[src/rtl/hack_video_pkg.sv]
// ---------------------------------------------------------------------------
// hack_video_pkg
// Shared constants and types for the Hack screen scanner: 640x480 raster
// timing (in pixels and lines), Hack screen geometry and the screen RAM
// address type.
// ---------------------------------------------------------------------------
package hack_video_pkg;

  // Horizontal timing, pixels.
  localparam int H_ACTIVE     = 640;
  localparam int H_FP         = 16;
  localparam int H_SYNC       = 96;
  localparam int H_BP         = 48;
  localparam int HT           = H_ACTIVE + H_FP + H_SYNC + H_BP;  // 800
  localparam int H_SYNC_START = H_ACTIVE + H_FP;
  localparam int H_SYNC_END   = H_SYNC_START + H_SYNC;

  // Vertical timing, lines.
  localparam int V_ACTIVE     = 480;
  localparam int V_FP         = 10;
  localparam int V_SYNC       = 2;
  localparam int V_BP         = 33;
  localparam int VT           = V_ACTIVE + V_FP + V_SYNC + V_BP;  // 525
  localparam int V_SYNC_START = V_ACTIVE + V_FP;
  localparam int V_SYNC_END   = V_SYNC_START + V_SYNC;

  // Hack screen geometry.
  localparam int HACK_W        = 512;
  localparam int HACK_H        = 256;
  localparam int WORDS_PER_ROW = 32;

  // Width of the hc/vc counters (both ranges fit in 10 bits).
  localparam int CNT_W = 10;

  typedef logic [12:0] screen_addr_t;

endpackage

[src/rtl/hack_video_timing.sv]
// ---------------------------------------------------------------------------
// hack_video_timing
// Pixel clock-enable divider, horizontal/vertical counters and registered
// blank/sync/frame_start decode for the 640x480 raster.
//
// Ports
//   clk, reset_n   system clock, asynchronous active-low reset
//   ce_pre         combinational: ce_pix will be high in the next clk
//   ce_pix         one-clk pulse every CE_DIV clks
//   hc, vc         current column / line (change at the end of a ce_pix clk)
//   HBlank, HSync  horizontal blank / sync, 1 pixel behind hc
//   VBlank, VSync  vertical blank / sync, 1 pixel behind vc
//   frame_start    high during the ce_pix clk where hc=0, vc=0
// ---------------------------------------------------------------------------
module hack_video_timing
  import hack_video_pkg::*;
#(
  parameter int CE_DIV = 4
) (
  input  logic             clk,
  input  logic             reset_n,
  output logic             ce_pre,
  output logic             ce_pix,
  output logic [CNT_W-1:0] hc,
  output logic [CNT_W-1:0] vc,
  output logic             HBlank,
  output logic             HSync,
  output logic             VBlank,
  output logic             VSync,
  output logic             frame_start
);

  localparam int DIV_W = $clog2(CE_DIV);

  logic [DIV_W-1:0] div_cnt;

  // ce_pix is registered, so it is announced one clk early; this lets
  // frame_start and the screen fetch line up with the ce_pix clk itself.
  assign ce_pre = (div_cnt == DIV_W'(CE_DIV - 1));

  // NOTE: every register in a clocked block is assigned with <= so all of
  // them see the pre-edge values of hc/vc, whatever the statement order.
  always_ff @(posedge clk or negedge reset_n) begin
    if (!reset_n) begin
      div_cnt     <= '0;
      ce_pix      <= 1'b0;
      frame_start <= 1'b0;
      hc          <= '0;
      vc          <= '0;
      HBlank      <= 1'b1;
      HSync       <= 1'b0;
      VBlank      <= 1'b1;
      VSync       <= 1'b0;
    end else begin
      div_cnt     <= ce_pre ? '0 : div_cnt + 1'b1;
      ce_pix      <= ce_pre;
      frame_start <= ce_pre && (hc == '0) && (vc == '0);

      if (ce_pix) begin
        // Decode from the current counters: one pixel of latency, the same
        // as the video path in the top level.
        HBlank <= (hc >= CNT_W'(H_ACTIVE));
        HSync  <= (hc >= CNT_W'(H_SYNC_START)) && (hc < CNT_W'(H_SYNC_END));
        VBlank <= (vc >= CNT_W'(V_ACTIVE));
        VSync  <= (vc >= CNT_W'(V_SYNC_START)) && (vc < CNT_W'(V_SYNC_END));

        if (hc == CNT_W'(HT - 1)) begin
          hc <= '0;
          vc <= (vc == CNT_W'(VT - 1)) ? '0 : vc + 1'b1;
        end else begin
          hc <= hc + 1'b1;
        end
      end
    end
  end

endmodule

[src/rtl/hack_screen_scanner.sv]
// ---------------------------------------------------------------------------
// hack_screen_scanner
// Scans the 512x256 Hack screen RAM and produces 640x480 video with the
// Hack window at (X_OFF, Y_OFF) and a BORDER level around it.
//
// Ports
//   clk, reset_n   system clock, asynchronous active-low reset
//   ce_pix         pixel clock enable (one clk in CE_DIV)
//   HBlank, HSync  horizontal blank / sync (active high)
//   VBlank, VSync  vertical blank / sync (active high)
//   video          8-bit grey: 00 for a set Hack bit, FF for clear, BORDER
//                  outside the window, 00 in blank
//   screen_addr    word address {row, word}, held between reads
//   screen_rd      one-clk read strobe; screen_data is valid one clk later
//   screen_data    screen RAM read data
//   frame_start    high during the ce_pix clk where hc=0, vc=0
// ---------------------------------------------------------------------------
module hack_screen_scanner
  import hack_video_pkg::*;
#(
  parameter int          X_OFF  = 64,
  parameter int          Y_OFF  = 112,
  parameter int          CE_DIV = 4,
  parameter logic [7:0]  BORDER = 8'h40
) (
  input  logic        clk,
  input  logic        reset_n,
  output logic        ce_pix,
  output logic        HBlank,
  output logic        HSync,
  output logic        VBlank,
  output logic        VSync,
  output logic [7:0]  video,
  output logic [12:0] screen_addr,
  output logic        screen_rd,
  input  logic [15:0] screen_data,
  output logic        frame_start
);

  logic             ce_pre;
  logic [CNT_W-1:0] hc;
  logic [CNT_W-1:0] vc;

  hack_video_timing #(
    .CE_DIV (CE_DIV)
  ) u_timing (
    .clk         (clk),
    .reset_n     (reset_n),
    .ce_pre      (ce_pre),
    .ce_pix      (ce_pix),
    .hc          (hc),
    .vc          (vc),
    .HBlank      (HBlank),
    .HSync       (HSync),
    .VBlank      (VBlank),
    .VSync       (VSync),
    .frame_start (frame_start)
  );

  // Window-relative coordinates. One extra bit so positions left of / above
  // the window wrap to large values and fail the range compares.
  logic [CNT_W:0] col;        // column of the pixel at hc
  logic [CNT_W:0] col_fetch;  // column 8 pixels ahead: word fetch point
  logic [CNT_W:0] col_load;   // column 1 pixel ahead: shift register load
  logic [CNT_W:0] row;
  logic           in_rows;
  logic           in_window;
  logic           fetch_hit;
  logic           load_hit;
  screen_addr_t   fetch_addr;

  // NOTE: the decode is pure continuous assignment, so nothing here can be
  // held over from a previous cycle and no latch can be inferred.
  assign col        = {1'b0, hc} - (CNT_W + 1)'(X_OFF);
  assign col_fetch  = {1'b0, hc} + (CNT_W + 1)'(8) - (CNT_W + 1)'(X_OFF);
  assign col_load   = {1'b0, hc} + (CNT_W + 1)'(1) - (CNT_W + 1)'(X_OFF);
  assign row        = {1'b0, vc} - (CNT_W + 1)'(Y_OFF);
  assign in_rows    = (row < (CNT_W + 1)'(HACK_H));
  assign in_window  = in_rows && (col < (CNT_W + 1)'(HACK_W));
  assign fetch_hit  = in_rows && (col_fetch < (CNT_W + 1)'(HACK_W)) &&
                      (col_fetch[3:0] == 4'd0);
  assign load_hit   = in_rows && (col_load < (CNT_W + 1)'(HACK_W)) &&
                      (col_load[3:0] == 4'd0);
  assign fetch_addr = {row[7:0], col_fetch[8:4]};

  logic        rd_d;     // screen_data is valid while this is high
  logic [15:0] hold;     // fetched word waiting for its load point
  logic [15:0] shifter;  // bit 0 is the pixel about to be shown

  always_ff @(posedge clk or negedge reset_n) begin
    if (!reset_n) begin
      screen_rd   <= 1'b0;
      screen_addr <= '0;
      rd_d        <= 1'b0;
      hold        <= '0;
      shifter     <= '0;
      video       <= '0;
    end else begin
      // Like ce_pix, the strobe is launched from ce_pre so it coincides
      // with the ce_pix clk of the fetch column.
      screen_rd <= ce_pre && fetch_hit;
      if (ce_pre && fetch_hit) begin
        screen_addr <= fetch_addr;
      end

      rd_d <= screen_rd;
      if (rd_d) begin
        hold <= screen_data;
      end

      if (ce_pix) begin
        // The word fetched 8 pixels earlier is loaded just before its first
        // column, and the previous word has fully shifted out by then.
        shifter <= load_hit ? hold : {1'b0, shifter[15:1]};

        if ((hc >= CNT_W'(H_ACTIVE)) || (vc >= CNT_W'(V_ACTIVE))) begin
          video <= 8'h00;
        end else if (in_window) begin
          video <= shifter[0] ? 8'h00 : 8'hFF;
        end else begin
          video <= BORDER;
        end
      end
    end
  end

endmodule
[config.mk]
export PLATFORM = sky130hd
export DESIGN_NAME = hack_screen_scanner
export DESIGN_NICKNAME = d
export VERILOG_FILES = /design/src/rtl/hack_video_pkg.sv /design/src/rtl/hack_video_timing.sv /design/src/rtl/hack_screen_scanner.sv
export SDC_FILE = /design/constraint.sdc
export NUM_CORES = 1
export LEC_CHECK = 0
export ABC_AREA = 1
export BUFFER_PORTS_ARGS = -buffer_cell sky130_fd_sc_hd__buf_2
export CAP_MARGIN = 20
export CORE_ASPECT_RATIO = 0.8
export CORE_MARGIN = 4
export CORE_UTILIZATION = 53
export DETAILED_ROUTE_END_ITERATION = 12
export PLACE_DENSITY = 0.76
export SETUP_SLACK_MARGIN = 0.5
export SYNTH_ARGS = -nofsm -noshare
export SYNTH_HDL_FRONTEND = slang
export SYNTH_SLANG_ARGS = --single-unit
[constraint.sdc]
create_clock -name clk -period 1.7 [get_ports clk]
set_input_delay 0.17 -clock clk [delete_from_list [all_inputs] [get_ports clk]]
set_output_delay 0.17 -clock clk [all_outputs]
set_load 0.05 [all_outputs]
==> flow_metrics.tcl <==
set metrics [dict create \
    drc 0 \
    grt_pass1_vias 3539 \
    maxSlewHeadroom_pct 56.4 \
    io_buffer_count 45 \
    grtUsageTotal_pct 24.6 \
    cts.sinks 77 \
    wl_mm 11.6 \
    finish.utilization_pct 78.1 \
    status "finished with violations" \
    cts-buffers-inserted 9 \
    worst_slack_ns -0.122 \
    synth_cell_type_count 36 \
    place_congestion 0.916 \
    nets 604 \
    worst_pin_slew_ns 0.653 \
    power_density_nw_per_um2 577 \
    worstPathRequired_ns 1.94 \
    synth_fp_nets 509 \
    dieArea_um2 8910 \
    design.core.area_um2 7060 \
    initial_core_util_pct 55.9 \
    syn_to_final_growth_pct 39.7 \
    grt_max_degree 49 \
    hold_class "in -> reg" \
    layout.cells.most_common "nand2_1" \
    fin_crit_ns 1.82 \
    dpl.hpwl_mm 6.49 \
    finalCritPeriodShare_pct 107 \
    viasPerCell 5.67 \
    die_h_um 85.2 \
    max_cap_violations 0 \
    rsz0062_at_grt "true" \
    overflow 0 \
    drive_above_1_share_pct 41.7 \
    vias 3789 \
    wl_per_cell_um 17.3 \
    synth_warnings 0 \
    crit_path_end_kind "register" \
    crit_type "reg -> reg" \
    placed_cell_area_um2 4460 \
    cts_buffer_depth 2 \
    p_leak_nw 2.72 \
    antenna_found_initial 0 \
    clock_latency_ns 0.36 \
    report.final.slew_viol_count 0 \
    synth_cells 481 \
    pin_count 46 \
    postRouteAntennaNets 0 \
    die_w_um 105 \
    htreeDepth 3 \
    clkTransAtPathRegs_ns 0.09 \
    final_cell_mix "100 x nand2_1, 68 x dfrtp_1, 53 x inv_1" \
    grt_pass1_wl_mm 17.4 \
    critical_path.max_fanout 6 \
    synth-seq-cells 77 \
    row_count 27 \
    syn_avg_cell_area_um2 8.21 \
    antennaDiodeCount 0 \
    yosysSeqAreaShare_pct 48.8 \
    fmax_mhz 549 \
    cp-start-kind "register" \
    design_area_um2 5520 \
    root_buffer "clkbuf_8" \
    setup_viol 33 \
    violations "setup timing" \
    clock_skew_ns 0.0155 \
    fillerInstances 438 \
    cp.arrival_ns 2.07 \
    tns_ns -1.95 \
    syn_area_um2 3950 \
    p_total_w 0.00318 \
    ir_drop_v 0.000419 \
    drt_pass1_iterations 5 \
    hold_violations 0 \
    cts_tree "built" \
    place_ws_ns -0.0837 \
    drt-initial-drc-count 349 \
]
==> stage by stage <==
stage	hold WS, ns	cells
CTS	0.00643	659
floorplan	-0.126	481
global placement	0.228	620
detailed placement	0.237	620
finish	0.0120	668
global route	0.0164	668
==> critical path: stages, from the launching register on <==
cell and delay (ns):
dfrtp_2 0.45, ha_4 0.19, nand2_4 0.10, inv_4 0.04, nand4_1 0.10, nand2_2 0.10, nor2_8 0.21, nand3_4 0.18
buf_6 0.19, nand2_1 0.08, o21ai_2 0.06
==> per-layer routing <==
| layer | GRT usage, % | wire, um | up-vias |
|---|---|---|---|
| met2 | 40.4 | 5650 | 186 |
| met4 | 7.13 | 316 | 0 |
| met1 | 32.8 | 4640 | 1825 |
| met3 | 5.78 | 954 | 38 |
| li1 | - | - | 1740 |
| met5 | 0 | 0 | - |
==> sequential cells by signal (all words and copies together), names as in the netlist <==
name / cells
rd_d: 1
u_timing.ce_pix: 1
hold: 16
u_timing.hc: 10
u_timing.VBlank: 1
u_timing.HBlank: 1
screen_rd: 1
u_timing.frame_start: 1
u_timing.div_cnt: 2
screen_addr: 13
u_timing.HSync: 1
u_timing.vc: 10
u_timing.VSync: 1
shifter: 16
video: 2
==> report_power, final <==
part	switching (W)	leakage (nW)	internal, W
clock network	0.000714	0.0853	0.000577
registers	0	0.960	0.00183
logic	0.0000419	1.68	0.0000203
==> cells in the mapped netlist <==
master,instances,area [um^2]
nand2_1,129,484
dfrtp_1,75,1880
inv_1,64,240
nand3_1,39,195
o21ai_0,31,155
nand4_1,23,144
nor2_1,20,75.1
nor3_1,11,55.1
ha_1,10,125
o21ai_1,10,50.1
buf_4,8,60.1
a21oi_1,7,35.0
buf_2,7,35.0
xor2_1,7,61.3
clkbuf_1,5,18.8
inv_2,4,15.0
nand2_2,4,25.0
o21ai_2,4,35.0
nor2_4,3,33.8
buf_6,2,22.5
dfstp_2,2,52.6
nand3_4,2,35.0
a22oi_1,1,7.51
a2bb2oi_1,1,8.76
a31oi_1,1,6.26
and3_1,1,6.26
buf_1,1,3.75
clkinv_1,1,3.75
mux2_2,1,11.3
nand3_2,1,10.0
nand4_2,1,12.5
nor2_8,1,20.0
nor4_1,1,6.26
o22ai_1,1,6.26
o41ai_1,1,8.76
xnor2_1,1,8.76
==> path summary, 6_finish.rpt <==
check | from | end | slack, ns | depth (start not counted)
max | u_timing.vc[4] | screen_addr[1] | -0.12 | 10
min | screen_data[8] | hold[8] | 0.01 | 3
max reg2reg | u_timing.vc[4] | screen_addr[1] | -0.12 | 10
min reg2reg | screen_rd | rd_d | 0.39 | 0
max in group asynchronous | reset_n | hold[0] | 0.72 | 3
min in group asynchronous | reset_n | screen_addr[11] | 0.38 | 2
==> kinds of logic (layout without fill, tap and decap cells) <==
| group | after synthesis | in the layout | share of synthesized area, % |
|---|---|---|---|
| xor+xnor | 8 | 8 | 1.77 |
| mux | 1 | 1 | 0.285 |
| flops | 77 | 77 | 48.8 |
| simple gates | 236 | 237 | 27.9 |
| compound gates | 57 | 57 | 7.92 |
| fa+ha+maj | 10 | 10 | 3.17 |
| buf+inv | 92 | 191 | 10.1 |
==> cell type report <==
type,instances,area [um^2],share of cell area [%]
clock buffer,10,138,2.49
clock inverter,6,45.0,0.817
inverter,69,280,5.08
multi-input combinational,313,2030,36.8
sequential,77,1940,35.1
tap,87,109,1.97
timing repair buffer,106,976,17.7
==> what timing repair did <==
| action | 4_1_cts | 5_1_grt |
|---|---|---|
| pin swaps | 27 | 27 |
| hold buffers | 1 | 0 |
| resized for setup | 78 | 91 |
| setup endpoints to repair | 66 | 70 |
| setup buffers | 19 | 9 |
| hold endpoints to repair | 45 | 0 |
| cloned | 3 | 0 |
Power figures use the tool's default switching activity.
